File: src/rtl/sr_load_sched.sv
// Round-robin scheduler sharing one serial-in shift register between two requesters.
// The granted word is cleared into the register, then shifted in MSB-first, one bit per DIV-clock tick.
module sr_load_sched #(
  parameter int unsigned WIDTH = 4,
  parameter int unsigned DIV   = 134217728
) (
  input  logic             CLK,
  input  logic             R_N,
  input  logic             REQ_A,
  input  logic [WIDTH-1:0] DATA_A,
  output logic             ACK_A,
  input  logic             REQ_B,
  input  logic [WIDTH-1:0] DATA_B,
  output logic             ACK_B,
  output logic             SR_R,
  output logic             SR_CE,
  output logic             SR_SLI,
  output logic             BUSY,
  output logic             DONE,
  output logic             DONE_ID
);

  localparam int unsigned TICK_W = (DIV > 1) ? $clog2(DIV) : 1;
  localparam int unsigned BIT_W  = $clog2(WIDTH + 1);
  localparam logic [TICK_W-1:0] TICK_LAST = TICK_W'(DIV - 1);
  localparam logic [BIT_W-1:0]  BIT_LAST  = BIT_W'(WIDTH - 1);

  typedef enum logic [1:0] {
    S_IDLE,
    S_CLEAR,
    S_SHIFT,
    S_DONE
  } state_t;

  state_t            state_reg, state_next;
  logic [TICK_W-1:0] tick_reg, tick_next;
  logic [BIT_W-1:0]  bit_reg, bit_next;
  logic [WIDTH-1:0]  word_reg, word_next;
  logic              last_b_reg, last_b_next;
  logic              id_reg, id_next;
  logic              ack_a_reg, ack_a_next;
  logic              ack_b_reg, ack_b_next;
  logic              sr_r_reg, sr_r_next;
  logic              sr_ce_reg, sr_ce_next;
  logic              sr_sli_reg, sr_sli_next;
  logic              busy_reg, busy_next;
  logic              done_reg, done_next;
  logic              done_id_reg, done_id_next;

  always_comb begin
    state_next   = state_reg;
    tick_next    = tick_reg;
    bit_next     = bit_reg;
    word_next    = word_reg;
    last_b_next  = last_b_reg;
    id_next      = id_reg;
    ack_a_next   = 1'b0;
    ack_b_next   = 1'b0;
    sr_r_next    = 1'b0;
    sr_ce_next   = 1'b0;
    sr_sli_next  = 1'b0;
    done_next    = 1'b0;
    done_id_next = done_id_reg;
    // BUSY trails the state by one cycle, so the ACK cycle itself reads as not busy
    busy_next    = (state_reg != S_IDLE);

    unique case (state_reg)
      S_IDLE: begin
        if (REQ_A || REQ_B) begin
          // B wins only when A is absent or A was the one served last
          if (REQ_B && (!REQ_A || !last_b_reg)) begin
            ack_b_next  = 1'b1;
            word_next   = DATA_B;
            id_next     = 1'b1;
            last_b_next = 1'b1;
          end else begin
            ack_a_next  = 1'b1;
            word_next   = DATA_A;
            id_next     = 1'b0;
            last_b_next = 1'b0;
          end
          state_next = S_CLEAR;
        end
      end
      S_CLEAR: begin
        sr_r_next  = 1'b1;
        tick_next  = '0;
        bit_next   = '0;
        state_next = S_SHIFT;
      end
      S_SHIFT: begin
        if (tick_reg == TICK_LAST) begin
          tick_next   = '0;
          sr_ce_next  = 1'b1;
          sr_sli_next = word_reg[WIDTH-1];
          word_next   = word_reg << 1;
          bit_next    = bit_reg + BIT_W'(1);
          if (bit_reg == BIT_LAST) begin
            state_next = S_DONE;
          end
        end else begin
          tick_next = tick_reg + TICK_W'(1);
        end
      end
      S_DONE: begin
        done_next    = 1'b1;
        done_id_next = id_reg;
        state_next   = S_IDLE;
      end
      default: state_next = S_IDLE;
    endcase
  end

  always_ff @(posedge CLK or negedge R_N) begin
    if (!R_N) begin
      state_reg   <= S_IDLE;
      tick_reg    <= '0;
      bit_reg     <= '0;
      word_reg    <= '0;
      last_b_reg  <= 1'b1;
      id_reg      <= 1'b0;
      ack_a_reg   <= 1'b0;
      ack_b_reg   <= 1'b0;
      sr_r_reg    <= 1'b0;
      sr_ce_reg   <= 1'b0;
      sr_sli_reg  <= 1'b0;
      busy_reg    <= 1'b0;
      done_reg    <= 1'b0;
      done_id_reg <= 1'b0;
    end else begin
      state_reg   <= state_next;
      tick_reg    <= tick_next;
      bit_reg     <= bit_next;
      word_reg    <= word_next;
      last_b_reg  <= last_b_next;
      id_reg      <= id_next;
      ack_a_reg   <= ack_a_next;
      ack_b_reg   <= ack_b_next;
      sr_r_reg    <= sr_r_next;
      sr_ce_reg   <= sr_ce_next;
      sr_sli_reg  <= sr_sli_next;
      busy_reg    <= busy_next;
      done_reg    <= done_next;
      done_id_reg <= done_id_next;
    end
  end

  assign ACK_A   = ack_a_reg;
  assign ACK_B   = ack_b_reg;
  assign SR_R    = sr_r_reg;
  assign SR_CE   = sr_ce_reg;
  assign SR_SLI  = sr_sli_reg;
  assign BUSY    = busy_reg;
  assign DONE    = done_reg;
  assign DONE_ID = done_id_reg;

endmodule

File: config.mk
export PLATFORM = sky130hd
export DESIGN_NAME = sr_load_sched
export DESIGN_NICKNAME = d
export VERILOG_FILES = /design/src/rtl/sr_load_sched.sv
export SDC_FILE = /design/constraint.sdc
export NUM_CORES = 1
export LEC_CHECK = 0
export CAP_MARGIN = 20
export CORE_AREA = 2 2 66 68
export CTS_CLUSTER_DIAMETER = 80
export DETAILED_ROUTE_END_ITERATION = 7
export DIE_AREA = 0 0 68 70
export PLACE_DENSITY_LB_ADDON = 0.25
export SLEW_MARGIN = 0
export SYNTH_ARGS = -nofsm -noshare
export SYNTH_HDL_FRONTEND = slang
export SYNTH_SLANG_ARGS = --single-unit
File: constraint.sdc
create_clock -name CLK -period 3.6 [get_ports CLK]
set_input_delay 0.36 -clock CLK [delete_from_list [all_inputs] [get_ports CLK]]
set_output_delay 0.36 -clock CLK [all_outputs]
set_load 0.02 [all_outputs]
==> flow_metrics.env, run 1 <==
export IMPL_tightest_slew_ns=0.857
export IMPL_antenna_found_initial=0
export IMPL_drv_cap=0
export IMPL_grt_pass1_wl_um=8160
export IMPL_crit_required_ns=3.75
export IMPL_timing_hold_ws_ns=0.00668
export IMPL_gp_congestion=0.851
export IMPL_clockPowerShare=0.414
export IMPL_cp_end_kind="flop"
export IMPL_fp_row_count=24
export IMPL_fp_dieW_um=68
export IMPL_slew_headroom=0.427
export IMPL_drc_errors=0
export IMPL_cts_root_buf="clkbuf_8"
export IMPL_avgSynthCellArea_um2=10.3
export IMPL_cp_top_family="simple AND/OR/NAND/NOR gates"
export IMPL_synthSimpleGateAreaFrac=0.228
export IMPL_wl_per_cell_um=15.5
export IMPL_path_class="flop to flop"
export IMPL_initial_core_util=0.570
export IMPL_vdd_drop_max_v=0.000159
export IMPL_drt_first_iter_violations=127
export IMPL_intPower_mw=0.764
export IMPL_layout_common_cells="dfrtp_1, nor2_1, clkdlybuf4s50_1"
export IMPL_async_flop_share=1.00
export IMPL_track_usage=0.225
export IMPL_first_global_vias=1783
export IMPL_diodes=0
export IMPL_portBuffers=19
export IMPL_fin_crit_sh=0.718
export IMPL_ctsHoldBuffers=0
export IMPL_synth_xor_area_share=0.0445
export IMPL_wl_met1_um=2090
export IMPL_dp_slack_ns=1.03
export IMPL_setup_viol=0
export IMPL_synth_top_cell_area_share=0.477
export IMPL_power_density_nw_per_um2=349
export IMPL_fin_setup_tns_ns=0
export IMPL_synth_ff_type="dfrtp_1"
export IMPL_syn_area_um2=2360
export IMPL_post_cts_buffers=0
export IMPL_reg2reg_from="state_reg[0]$_DFFE_PN0P_"
export IMPL_synth_top_family_by_area="simple AND/OR/NAND/NOR gates"
export IMPL_power_frac_seq=0.551
export IMPL_top_layer_used="met4"
export IMPL_yosysWarnings=0
export IMPL_cts_resized=0
export IMPL_first_pass_iters=4
export IMPL_layout_nets=269
export IMPL_total_power_mw=0.949
export IMPL_p_comb_frac=0.035
export IMPL_grt_max_degree=47
export IMPL_regToRegSetupSlack_ns=1.02
export IMPL_wl_um=4690
export IMPL_ff2ff_path_depth=7
export IMPL_numCtsBuffers=5
export IMPL_cts_tree="done"
export IMPL_yosys_area_top_type="dfrtp_1"
export IMPL_syn_inst=229
export IMPL_fin_ws_ns=1.02
export IMPL_fin_skew_ns=0.0105
export IMPL_finalInstanceArea_um2=2720
export IMPL_switching_power_mw=0.185
export IMPL_cp_arrival_ns=2.74
export IMPL_hold_viol=0
export IMPL_largest_reg_flops=27
export IMPL_htreeDepth=2
export IMPL_wl_met2_um=2330
export IMPL_synthMuxAreaShare=0.0429
export IMPL_met3WireLength_um=208
export IMPL_synth_adder_area_share=0.0371
export IMPL_hp_class="input pin to async pin"
export IMPL_slowest_stage="ha_1"
export IMPL_final_max_slew_viol_count=0
export IMPL_dieArea_um2=4760
export IMPL_clk_path_buf_depth=2
export IMPL_die_h_um=70
export IMPL_worstPathMaxFanout=18
export IMPL_viasPerCell=5.95
export IMPL_p_sw_frac=0.195
export IMPL_fin_crit_ns=2.58
export IMPL_final_common_cell="dfrtp_1"
export IMPL_ys_seq_elements=46
export IMPL_r2r_end="tick_reg[18]$_DFFE_PN0P_"
export IMPL_vias=1802
export IMPL_cts_clk_slew_worst_paths_ns=0.09
export IMPL_netlist_cell_type_count=47
export IMPL_core_area_um2=4140
export IMPL_ys_seq_area_frac=0.488
export IMPL_syn2layout_area_growth_pct=15.2
export IMPL_synth_edff_count=0
export IMPL_synth_compound_area_frac=0.133
export IMPL_max_freq_ghz=0.387
export IMPL_cts_sinks=46
export IMPL_place_area_um2=2580
export IMPL_cp_cell_sequence="inv_1 -> ha_1 -> inv_2 -> nor3_1 -> nand3_1 -> xor2_1 -> nor2_1"
export IMPL_power_leakage_nw=1.25
export IMPL_cp_start_kind="flop"
export IMPL_clk_latency_ns=0.30
export IMPL_ant_nets=0
export IMPL_io_pins=20
export IMPL_synth_area_top_cells="dfrtp_1, xor2_1, mux2i_1"
export IMPL_drive_gt1_frac=0.0797
export IMPL_cpPeakStageDelay_ns=0.65
export IMPL_crit_buf_inv=2
export IMPL_status="finished clean"
export IMPL_hpwl_um=3320
export IMPL_synth_nets=248
export IMPL_grt_overflow=0
export IMPL_rsz0062_at_grt="no"
[worst max-delay path by stage]
stage / startpoint / end / slack (ns) / depth (start not counted)
final: state_reg[0]$_DFFE_PN0P_ / tick_reg[18]$_DFFE_PN0P_ / 1.02 / 7
after global routing: state_reg[0]$_DFFE_PN0P_ / tick_reg[14]$_DFFE_PN0P_ / 0.79 / 7
after CTS: state_reg[0]$_DFFE_PN0P_ / tick_reg[18]$_DFFE_PN0P_ / 1.01 / 7
after detailed placement: state_reg[0]$_DFFE_PN0P_ / tick_reg[18]$_DFFE_PN0P_ / 1.03 / 7
after global placement: state_reg[0]$_DFFE_PN0P_ / tick_reg[18]$_DFFE_PN0P_ / 1.03 / 7
after floorplan: state_reg[0]$_DFFE_PN0P_ / tick_reg[23]$_DFFE_PN0P_ / 1.50 / 8
[power by group through the flow]
| stage | clock network [mW] | registers (mW) | logic [mW] |
|---|---|---|---|
| after floorplan | 0 | 0.532 | 0.00786 |
| after global placement | 0 | 0.533 | 0.0311 |
| after detailed placement | 0 | 0.533 | 0.0316 |
| after CTS | 0.403 | 0.522 | 0.0319 |
| after global routing | 0.428 | 0.523 | 0.0377 |
| final | 0.393 | 0.522 | 0.0334 |
[cells in the mapped netlist, drive strengths merged (7+ instances only)]
master,number
o21ai,10
xor2,11
ha,7
mux2i,9
nor3,9
nand3,13
dfrtp,45
nor2,24
and3,10
a21oi,9
nand4,12
inv,8
nand2,11
[layer usage]
layer,track usage,up-vias
met5,0,-
met4,0.0756,0
met3,0.0435,5
met2,0.374,35
met1,0.290,881
li1,-,881
[per-stage QoR]
step                utilization  cells
global placement          0.623    294
finish                    0.656    303
floorplan                     -    229
detailed placement        0.623    294
CTS                       0.652    302
global route              0.656    303
[layout make-up]
class,instances,area (um2)
fillers,360,1420
flip-flops and latches,46,1150
multi-input cells,168,1150
repair buffers,20,205
clock buffers,7,86.3
well taps,52,65.1
inverters,9,33.8
clock inverters,1,30.0
[kinds of logic (layout without fill, tap and decap cells)]
kind of cell | after synthesis | in the layout
adders and majority gates | 7 | 7
and+or+nand+nor | 93 | 93
buffers and inverters | 15 | 37
DFF | 46 | 46
AOI/OAI and AO/OA | 46 | 46
xor gates and xnor gates | 12 | 12
muxes | 10 | 10
No activity file was read; power rests on OpenSTA's default activity.
==> run 2, diff against run 1 <==
CORE_AREA = 2 2 71 73   (was 2 2 66 68)
DIE_AREA = 0 0 73 75   (was 0 0 68 70)
clock period = 2.2 ns   (was 3.6 ns; I/O delays follow)
==> flow_metrics.env, run 2 (synthesized netlist as in run 1, its figures left out) <==
export IMPL_status="finished clean"
export IMPL_max_freq_ghz=0.488
export IMPL_cts_sinks=46
export IMPL_place_inst=308
export IMPL_drive_gt1_frac=0.125
export IMPL_drc_errors=0
export IMPL_gp_congestion=0.794
export IMPL_vdd_drop_max_v=0.000342
export IMPL_layout_common_cells="dfrtp_1, nor2_1, clkdlybuf4s50_1, buf_4"
export IMPL_total_power_mw=1.55
export IMPL_portBuffers=19
export IMPL_io_pins=20
export IMPL_cp_end_kind="flop"
export IMPL_cts_root_buf="clkbuf_8"
export IMPL_cp_start_kind="flop"
export IMPL_syn2layout_area_growth_pct=18.8
export IMPL_dieArea_um2=5480
export IMPL_reg2reg_from="state_reg[0]$_DFFE_PN0P_"
export IMPL_fp_dieW_um=73
export IMPL_setup_viol=0
export IMPL_track_usage=0.203
export IMPL_tightest_slew_ns=0.493
export IMPL_initial_core_util=0.507
export IMPL_grt_overflow=0
export IMPL_largest_reg_flops=27
export IMPL_slew_headroom=0.671
export IMPL_fin_skew_ns=0.00336
export IMPL_crit_required_ns=2.43
export IMPL_first_global_vias=1859
export IMPL_fin_setup_tns_ns=0
export IMPL_wl_per_cell_um=15.7
export IMPL_clk_path_buf_depth=2
export IMPL_critPathLaunch="state_reg[0]$_DFFE_PN0P_"
export IMPL_cp_arrival_ns=2.28
export IMPL_layout_nets=281
export IMPL_r2r_end="tick_reg[25]$_DFFE_PN0P_"
export IMPL_final_max_slew_viol_count=0
export IMPL_hold_viol=0
export IMPL_first_pass_iters=4
export IMPL_htreeDepth=2
export IMPL_cts_tree="done"
export IMPL_core_area_um2=4660
export IMPL_regToRegSetupSlack_ns=0.15
export IMPL_clk_latency_ns=0.30
export IMPL_power_leakage_nw=1.30
export IMPL_worstPathMaxFanout=5
export IMPL_die_h_um=75
export IMPL_drv_cap=0
export IMPL_ff2ff_path_depth=7
export IMPL_hpwl_um=3530
export IMPL_fin_crit_ns=2.05
export IMPL_grt_max_degree=23
export IMPL_fin_crit_sh=0.931
export IMPL_final_common_cell="dfrtp_1"
export IMPL_vias=1850
export IMPL_path_class="flop to flop"
export IMPL_hp_class="input pin to async pin"
export IMPL_power_density_nw_per_um2=554
export IMPL_grt_pass1_wl_um=8540
export IMPL_viasPerCell=5.84
export IMPL_antenna_found_initial=0
export IMPL_cts_clk_slew_worst_paths_ns=0.09
export IMPL_fp_row_count=25
export IMPL_layoutNonFillerInstCount=317
export IMPL_rsz0062_at_grt="no"
export IMPL_diodes=0
export IMPL_cp_endpoint="tick_reg[25]$_DFFE_PN0P_"
export IMPL_ant_nets=0
export IMPL_drt_first_iter_violations=91
export IMPL_numCtsBuffers=5
export IMPL_wl_um=4980
-- run 2: cell count changes in the layout (fill, tap and decap cells not counted) --
cell	previous run	this run
clkbuf_8	6	5
buf_4	0	12
inv_6	0	1
buf_12	1	0
nor4_2	0	1
nor4_1	2	1
clkbuf_1	1	0
clkinv_2	0	1
dlygate4sd3_1	0	1
-- run 2: layout make-up --
cell class                 count  area (um2)
fill                         382        1860
multi-input combinational    168        1150
sequential                    46        1150
timing repair buffer          32         285
clock buffer                   5        68.8
tap                           54        67.6
clock inverter                 3        43.8
inverter                       9        33.8
-- run 2: timing repair --
action | 4_1_cts | 5_1_grt
endpoints found under the hold margin | 19 | 0
endpoints found under the setup margin | 0 | 4
resized for setup | 0 | 1
hold buffers | 1 | 0
setup buffers | 0 | 0
-- run 2: per-layer routing --
layer / up-vias / wire length [um] / part of all wire / track usage
met5: - / 0 / 0 / 0
met4: 0 / 93 / 0.019 / 0.0720
met3: 12 / 223 / 0.045 / 0.0509
met2: 43 / 2400 / 0.48 / 0.353
met1: 892 / 2270 / 0.46 / 0.244
li1: 903 / - / - / -
-- run 2: worst max-delay path: stages, from the launching register on --
cell and delay, ns:
dfrtp_1 0.41, inv_1 0.08, ha_1 0.31, inv_2 0.06
nor4_4 0.39, nand4_2 0.23, or3_1 0.35, a21oi_1 0.14
-- run 2: power breakdown --
part	switching, mW	internal, mW
Sequential	0.00379	0.851
Clock	0.302	0.341
Combinational	0.0265	0.0294
Total	0.332	1.22
-- run 2: how the worst min path moves through the flow --
stage                                   to  cells after the start
floorplan                  ACK_A$_DFF_PN0_                      0
global placement           ACK_A$_DFF_PN0_                      1
detailed placement         ACK_A$_DFF_PN0_                      1
CTS                        ACK_A$_DFF_PN0_                      2
global route        bit_reg[0]$_DFFE_PN0P_                      2
finish                 DONE_ID$_DFFE_PN0P_                      2
-- run 2: metrics by stage --
step           setup WS, ns   util  cell area, um2  hold slack, ns
2_1_floorplan         0.104      -            2360         -0.0756
3_3_place_gp          0.175  0.574            2680           0.220
3_5_place_dp          0.161  0.574            2680           0.217
4_1_cts               0.129  0.601            2800           0.433
5_1_grt              0.0104  0.602            2810           0.460
6_report              0.151  0.602            2810           0.418
==> run 3, diff against run 2 <==
SLEW_MARGIN = 20   (was 0)
==> results of run 3 <==
Final layout, timing and power as in run 2 (identical DEF).
